==> src/rtl/ising_spin_update.sv <==
// ising_spin_update: sequential sign-threshold spin update for the recurrent
// Ising sampler. Latches one local-field vector, decides one spin per cycle
// into a shadow vector, then publishes the whole vector at once so the
// multiply stage never sees a half-updated mask.
// Build option: define ISING_NOISE_EN to add 16-bit Galois LFSR noise to each
// field before thresholding; without it the update is a deterministic sign
// function and the seed ports are unused.
module ising_spin_update #(
  parameter int          N           = 2,
  parameter int          DATABITS    = 32,
  parameter int          NOISE_SHIFT = 0,
  parameter logic [15:0] LFSR_SEED   = 16'hACE1,
  parameter logic [N-1:0] INIT_SPINS = '0
) (
  input  logic                  clk,
  input  logic                  rst_n,
  input  logic                  field_valid,
  input  logic [DATABITS*N-1:0] field_in,
  output logic                  field_ready,
  input  logic                  seed_load,
  input  logic [15:0]           seed_in,
  output logic [N-1:0]          spins_out,
  output logic                  spins_valid,
  output logic                  busy,
  output logic [15:0]           iter_count
);

  localparam int IDXW = (N > 1) ? $clog2(N) : 1;
  localparam int SUMW = DATABITS + 1;

  typedef enum logic [1:0] {IDLE, UPDATE, DONE} state_t;

  state_t                      state, state_nxt;
  logic [IDXW-1:0]             idx;
  logic [DATABITS*N-1:0]       field_buf;
  logic [N-1:0]                shadow, shadow_nxt;
  logic signed [DATABITS-1:0]  field_cur;
  logic signed [SUMW-1:0]      noise, sum;
  logic                        accept, last;

  // Sign threshold; an exactly-zero sum leaves the spin where it was.
  function automatic logic spin_decide(input logic signed [SUMW-1:0] s,
                                       input logic prev);
    if (s == '0) return prev;
    return ~s[SUMW-1];
  endfunction

  assign accept    = (state == IDLE) && field_valid;
  assign last      = (idx == IDXW'(N - 1));
  assign field_cur = field_buf[idx*DATABITS +: DATABITS];
  // One extra bit of headroom: a 16-bit noise term cannot overflow the sum.
  assign sum       = SUMW'(field_cur) + noise;

`ifdef ISING_NOISE_EN
  logic [15:0] lfsr, lfsr_step;

  assign lfsr_step = lfsr[0] ? ((lfsr >> 1) ^ 16'hB400) : (lfsr >> 1);
  assign noise     = SUMW'($signed(lfsr)) <<< NOISE_SHIFT;

  // LFSR: seed loads only while idle (zero seed would lock up, so fall back),
  // otherwise one step per spin decision.
  always_ff @(posedge clk or negedge rst_n) begin
    if (!rst_n) begin
      lfsr <= LFSR_SEED;
    end else if ((state == IDLE) && seed_load) begin
      lfsr <= (seed_in == 16'h0000) ? LFSR_SEED : seed_in;
    end else if (state == UPDATE) begin
      lfsr <= lfsr_step;
    end
  end
`else
  logic unused_seed;

  assign noise       = '0;
  assign unused_seed = ^{seed_load, seed_in};
`endif

  // Shadow vector with the current spin's decision merged in.
  always_comb begin
    shadow_nxt      = shadow;
    shadow_nxt[idx] = spin_decide(sum, shadow[idx]);
  end

  // Next-state and handshake/status outputs.
  always_comb begin
    state_nxt   = state;
    field_ready = 1'b0;
    busy        = 1'b0;
    spins_valid = 1'b0;
    case (state)
      IDLE: begin
        field_ready = 1'b1;
        if (field_valid) state_nxt = UPDATE;
      end
      UPDATE: begin
        busy = 1'b1;
        if (last) state_nxt = DONE;
      end
      DONE: begin
        busy        = 1'b1;
        spins_valid = 1'b1;
        state_nxt   = IDLE;
      end
      default: state_nxt = IDLE;
    endcase
  end

  // Field vector is pure data: captured on handshake, never reset.
  always_ff @(posedge clk) begin
    if (accept) field_buf <= field_in;
  end

  // Control state, spin index, shadow/published spins and sweep counter.
  always_ff @(posedge clk or negedge rst_n) begin
    if (!rst_n) begin
      state      <= IDLE;
      idx        <= '0;
      shadow     <= INIT_SPINS;
      spins_out  <= INIT_SPINS;
      iter_count <= 16'h0000;
    end else begin
      state <= state_nxt;
      if (accept) begin
        idx <= '0;
      end else if (state == UPDATE) begin
        shadow <= shadow_nxt;
        idx    <= last ? '0 : idx + IDXW'(1);
        // Publish together with the last decision so spins_out is already
        // current during the DONE pulse.
        if (last) spins_out <= shadow_nxt;
      end
      if (state == DONE) iter_count <= iter_count + 16'h0001;
    end
  end

endmodule

==> config.mk <==
export PLATFORM = sky130hd
export DESIGN_NAME = ising_spin_update
export DESIGN_NICKNAME = d
export VERILOG_FILES = /design/src/rtl/ising_spin_update.sv
export SDC_FILE = /design/constraint.sdc
export NUM_CORES = 1
export LEC_CHECK = 0
export CAP_MARGIN = 20
export CORE_AREA = 2 2 78 110
export CTS_BUF_LIST = sky130_fd_sc_hd__clkbuf_4 sky130_fd_sc_hd__clkbuf_8
export DETAILED_ROUTE_END_ITERATION = 10
export DIE_AREA = 0 0 80 112
export GPL_TIMING_DRIVEN = 0
export PLACE_DENSITY = 0.7
export SLEW_MARGIN = 0
export SYNTH_ARGS = -nofsm -noshare
export SYNTH_HDL_FRONTEND = slang
export SYNTH_SLANG_ARGS = --single-unit
==> constraint.sdc <==
create_clock -name clk -period 3.7 [get_ports clk]
set_clock_uncertainty 0.2 [all_clocks]
set_input_delay 0.74 -clock clk [delete_from_list [all_inputs] [get_ports clk]]
set_output_delay 0.74 -clock clk [all_outputs]
set_load 0.02 [all_outputs]
==> results of run 1 <==
[state kept, by name, summed over array words and instances (netlist names)]
name	count
field_buf	64
shadow	2
iter_count	16
spins_out	2
state	2
idx	1
[worst min path at each step]
stage | startpoint | to | slack, ns | depth (start not counted)
global route | field_buf[31] | shadow[0] | 0.25 | 1
floorplan | field_buf[31] | shadow[0] | 0.21 | 1
global placement | field_buf[31] | shadow[0] | 0.21 | 1
CTS | field_buf[31] | shadow[0] | 0.24 | 1
detailed placement | field_buf[31] | shadow[0] | 0.22 | 1
finish | field_buf[31] | shadow[0] | 0.24 | 1
[final cells by class]
cell class	count	area, um^2
Buffer	1	5.00
Clock buffer	9	124
Clock inverter	7	80.1
Fill cell	693	3650
Inverter	4	15.0
Multi-Input combinational cell	85	584
Sequential cell	87	2500
Tap cell	102	128
Timing Repair Buffer	89	918
[synthesized netlist by cell type (all sizes together)]
library cell / n / share of area
and3: 3 / 0.0061
inv: 4 / 0.0048
edfxtp: 64 / 0.62
buf: 1 / 0.0016
nor2: 4 / 0.0048
a221oi: 1 / 0.0028
xnor2: 12 / 0.034
dfrtp: 23 / 0.19
o21a: 1 / 0.0024
or2: 1 / 0.0020
nand2b: 2 / 0.0040
and4: 4 / 0.012
nand2: 11 / 0.013
ha: 4 / 0.016
xor2: 3 / 0.0085
nor3: 1 / 0.0016
and2: 1 / 0.0020
nand3: 7 / 0.015
nand4: 4 / 0.0081
a21oi: 6 / 0.0097
o31ai: 3 / 0.0073
nor3b: 1 / 0.0024
nor4: 13 / 0.026
nor4b: 1 / 0.0028
mux2: 2 / 0.0073
[worst max-delay path, cell delays in order (launching register included)]
cell             delay, ns
dfrtp_1               0.41
inv_1                 0.09
ha_1                  0.30
clkdlybuf4s50_1       0.66
[routing by layer]
layer  track usage  vias up  routed length, um  share of wire
li1              -      876                  -              -
met1         0.139      838               1990           0.38
met2         0.220       57               2880           0.54
met3        0.0446        8                328          0.062
met4        0.0610        0                 82          0.016
met5             0        -                  0              0
[per-stage QoR]
| stage | setup WS [ns] | util | power (uW) |
|---|---|---|---|
| floorplan | 0.363 | - | 1700 |
| detailed placement | 0.945 | 0.515 | 1960 |
| global route | 0.847 | 0.544 | 2740 |
| CTS | 0.920 | 0.540 | 2630 |
| global placement | -0.584 | 0.512 | 1940 |
| finish | 0.947 | 0.544 | 2600 |
[cell families (layout without fill, tap and decap cells)]
group,count (synthesis),count (layout),share of synthesized area
multiplexers,2,2,0.00726
buffers and inverters,5,110,0.00645
AND/OR/NAND/NOR,53,53,0.100
AO/OA/AOI/OAI,11,11,0.0222
flip-flops,87,87,0.805
XOR/XNOR,15,15,0.0424
adder cells (fa/ha/maj),4,4,0.0161
[power by group]
part	internal, uW	switching (uW)
logic	250	282
registers	1310	90.9
clock network	320	350
==> results.json, run 1 <==
{
  "std_cell_rows": 39,
  "diodes": 0,
  "cts.sinks": 87,
  "worstSetupStartpointType": "flop",
  "clock_latency_ns": 0.36,
  "ys_types": 27,
  "grt_start_max_net_pins": 41,
  "antenna_found_initial": 0,
  "ys_ff_latch": 87,
  "grt_use_total": 0.128,
  "ctsHtreeMaxLevel": 3,
  "drtIter0Drc": 79,
  "postSynthCellCount": 177,
  "drv_slew": 0,
  "cp.required_ns": 2.76,
  "whs_ns": 0.243,
  "r2r.worst_path.cells": 5,
  "port_buffers": 87,
  "setup.worst_path.end": "spins_valid",
  "ant_nets": 0,
  "numCtsBuffers": 9,
  "wl_um": 5280,
  "endpoint_kind": "output pin",
  "fp.dieW_um": 80,
  "cp_max_fo": 7,
  "die_y_um": 112,
  "grt-ovfl-total": 0,
  "rsz0062_at_grt": "false",
  "min_period_ns": 2.75,
  "powerDensity_nw_per_um2": 598,
  "critPathKind": "reg2out",
  "fmax_ghz": 0.363,
  "yosysSeqAreaShare": 0.805,
  "first_pass_iters": 4,
  "hold_viol": 0,
  "viasPerCell": 4.63,
  "syn_avg_cell_area_um2": 17.5,
  "final_common_cell": "clkdlybuf4s50_1",
  "relSlewSlack": 0.561,
  "wl_per_cell_um": 13.8,
  "nets": 365,
  "hold_buffers": 0,
  "clockBufferDepth": 2,
  "place_hpwl_um": 3840,
  "startpoint": "state[0]",
  "synth_nets": 265,
  "regToRegEndpoint": "spins_out[0]",
  "cp.arrival_ns": 1.81,
  "holdCritPathClass": "reg2reg",
  "layout-drive-gt1-share": 0.0922,
  "root_buffer": "clkbuf_8",
  "grt_first_pass_wirelength_um": 8520,
  "finalCritPeriodShare": 0.744,
  "worstMarginPinSlew_ns": 0.659,
  "fp.dieArea_um2": 8960,
  "p_leak_uw": 0.00156,
  "r2r-start": "state[0]",
  "cts.repair.resized": 0,
  "rrSetupSlack_ns": 1.48,
  "syn2layout_area_growth_pct": 40.4,
  "placed_cells": 367,
  "pin_count": 105,
  "initial_core_util": 0.387,
  "cap_violations": 0,
  "ir_worst_vdd_mv": 0.314,
  "setup_violations": 0,
  "core_um2": 8000,
  "postCtsSetupBuffers": 0,
  "status": "finished, final reports clean",
  "cts_tree": "yes",
  "mostFrequentLayoutCells": "clkdlybuf4s50_1, edfxtp_1, dfrtp_1, nor4_1, xnor2_1",
  "synth.cell_area_um2": 3100,
  "grt_pass1_vias": 1876,
  "tns_ns": 0,
  "clk_pin_slew_worst_paths_ns": 0.09,
  "placed_cell_area_um2": 4120,
  "yosys_warnings": 0,
  "place_congestion": 0.715,
  "vias": 1779,
  "stdcell_area_um2": 4350,
  "drcViolationCount": 0,
  "stdcell_count": 384
}
Note: power is estimated with default switching activity, not from simulation.
==> inputs of run 2 (changes only) <==
==> constraint.sdc (replaced) <==
create_clock -name clk -period 2.7 [get_ports clk]
set_clock_uncertainty 0.2 [all_clocks]
set_input_delay 0.54 -clock clk [delete_from_list [all_inputs] [get_ports clk]]
set_output_delay 0.54 -clock clk [all_outputs]
set_load 0.02 [all_outputs]
==> run 2 against run 1 <==
- critical path depth did not move
- global-route usage fell by 0.14 points
- sequential cell count did not move
- largest power group unchanged
- first-iteration DRC count rose by 59%
- largest cell class unchanged
- wire length fell by 1.2%
- highest routed layer unchanged
- non-clock buffer count did not move
- die area did not move
- combinational power rose by 37%
- design area barely moved
- cell count did not move
==> results.json, run 2 (synthesis results as in run 1) <==
{
  "status": "finished, final reports clean",
  "hold_buffers": 0,
  "swShare": 0.259,
  "grt-ovfl-total": 0,
  "std_cell_rows": 39,
  "pin_count": 105,
  "ctsHtreeMaxLevel": 3,
  "die_y_um": 112,
  "placed_cell_area_um2": 4120,
  "critPathMaxStageDelay_ns": 0.65,
  "critical-path-top-delay-family": "buffers and inverters",
  "setup_violations": 0,
  "fp.dieW_um": 80,
  "endpoint_kind": "output pin",
  "antenna_found_initial": 0,
  "holdCritPathClass": "reg2reg",
  "worstSetupStartpointType": "flop",
  "fin_util": 0.544,
  "r2r.worst_path.cells": 6,
  "critical_path_depth": 3,
  "worstMarginPinSlew_ns": 0.782,
  "drv_slew": 0,
  "clockBufferDepth": 2,
  "p_int_uw": 2650,
  "wl_per_cell_um": 13.6,
  "p_leak_uw": 0.00157,
  "regMostFlops": "field_buf",
  "fmax_ghz": 0.397,
  "root_buffer": "clkbuf_8",
  "cp.arrival_ns": 1.78,
  "layout-drive-gt1-share": 0.0780,
  "nets": 365,
  "numCtsBuffers": 9,
  "clock_latency_ns": 0.34,
  "clk_pin_slew_worst_paths_ns": 0.08,
  "drcViolationCount": 0,
  "fp.dieArea_um2": 8960,
  "vias": 1800,
  "whs_path_depth": 1,
  "multi_input_area_um2": 584,
  "cts.repair.resized": 0,
  "switchingPower_uw": 928,
  "syn2layout_area_growth_pct": 40.4,
  "initial_core_util": 0.387,
  "crit_buf_inv": 2,
  "port_buffers": 87,
  "postCtsSetupBuffers": 0,
  "seq_area_um2": 2500,
  "mostFrequentLayoutCells": "clkdlybuf4s50_1, edfxtp_1, dfrtp_1, nor4_1, xnor2_1",
  "first_pass_iters": 4,
  "core_um2": 8000,
  "finalCritPeriodShare": 0.934,
  "relSlewSlack": 0.479,
  "ant_nets": 0,
  "slowest_stage": "clkdlybuf4s50_1",
  "final.fill_count": 695,
  "cp.required_ns": 1.96,
  "cts.sinks": 87,
  "grt_first_pass_wirelength_um": 8410,
  "pwr-share-clk": 0.262,
  "place_congestion": 0.736,
  "place_hpwl_um": 3850,
  "largest_reg_flops": 64,
  "viasPerCell": 4.69,
  "critPathKind": "reg2out",
  "powerDensity_nw_per_um2": 822,
  "grt_pass1_vias": 1880,
  "rrSetupSlack_ns": 0.21,
  "final_common_cell": "clkdlybuf4s50_1",
  "grt_start_max_net_pins": 36,
  "path_cells": "inv_1 > ha_1 > clkdlybuf4s50_1",
  "min_period_ns": 2.52,
  "rsz0062_at_grt": "false",
  "drtIter0Drc": 126,
  "largestRegisters": "field_buf x64, iter_count x16",
  "grt_use_total": 0.127,
  "p_comb_frac": 0.203,
  "cp_max_fo": 7,
  "hold_viol": 0,
  "stdcell_area_um2": 4350,
  "wl_um": 5220,
  "ir_worst_vdd_mv": 0.451,
  "pwr-share-seq": 0.535,
  "cap_violations": 0,
  "cts_tree": "yes",
  "diodes": 0
}
-- run 2: path summary, 6_finish.rpt --
check / start / endpoint
setup / recovery: state[0] / spins_valid
hold / removal: field_buf[31] / shadow[0]
setup reg to reg: state[0] / spins_out[0]
hold reg to reg: field_buf[31] / shadow[0]
max in group asynchronous: rst_n / iter_count[5]
min in group asynchronous: rst_n / iter_count[11]
-- run 2: area by class of cell --
class                           count  share of cell area
Multi-Input combinational cell     85               0.134
Tap cell                          102              0.0293
Buffer                              1             0.00115
Clock inverter                      6              0.0172
Inverter                            4             0.00345
Clock buffer                       10              0.0302
Timing Repair Buffer               89               0.211
Sequential cell                    87               0.574
-- run 2: worst register-to-register path: stages, from the launching register on --
cell	delay, ns
dfrtp_1	0.41
inv_1	0.09
ha_1	0.21
and2_2	0.68
buf_12	0.28
or2_2	0.20
mux2_2	0.32
-- run 2: stage by stage --
stage	worst slack [ns]	TNS, ns	instances	hold WS [ns]	total power, uW
floorplan	0.0889	0	177	0.0444	2320
global placement	-0.437	-6.36	366	0.216	2650
detailed placement	-0.158	-0.158	367	0.220	2690
CTS	0.146	0	383	0.230	3630
global route	0.0608	0	384	0.247	3780
finish	0.178	0	384	0.234	3580
-- run 2: layer usage --
layer,GRT usage,up-vias,wire (um)
met5,0,-,0
met4,0.0847,0,171
met1,0.134,858,2020
met2,0.220,59,2730
met3,0.0284,11,295
li1,-,872,-
-- run 2: power by group through the flow --
stage / clock (uW) / combinational (uW) / sequential, uW
6_report: 937 / 727 / 1920
5_1_grt: 1030 / 800 / 1950
4_1_cts: 967 / 738 / 1920
3_5_place_dp: 0 / 737 / 1950
3_3_place_gp: 0 / 699 / 1950
2_1_floorplan: 0 / 335 / 1980
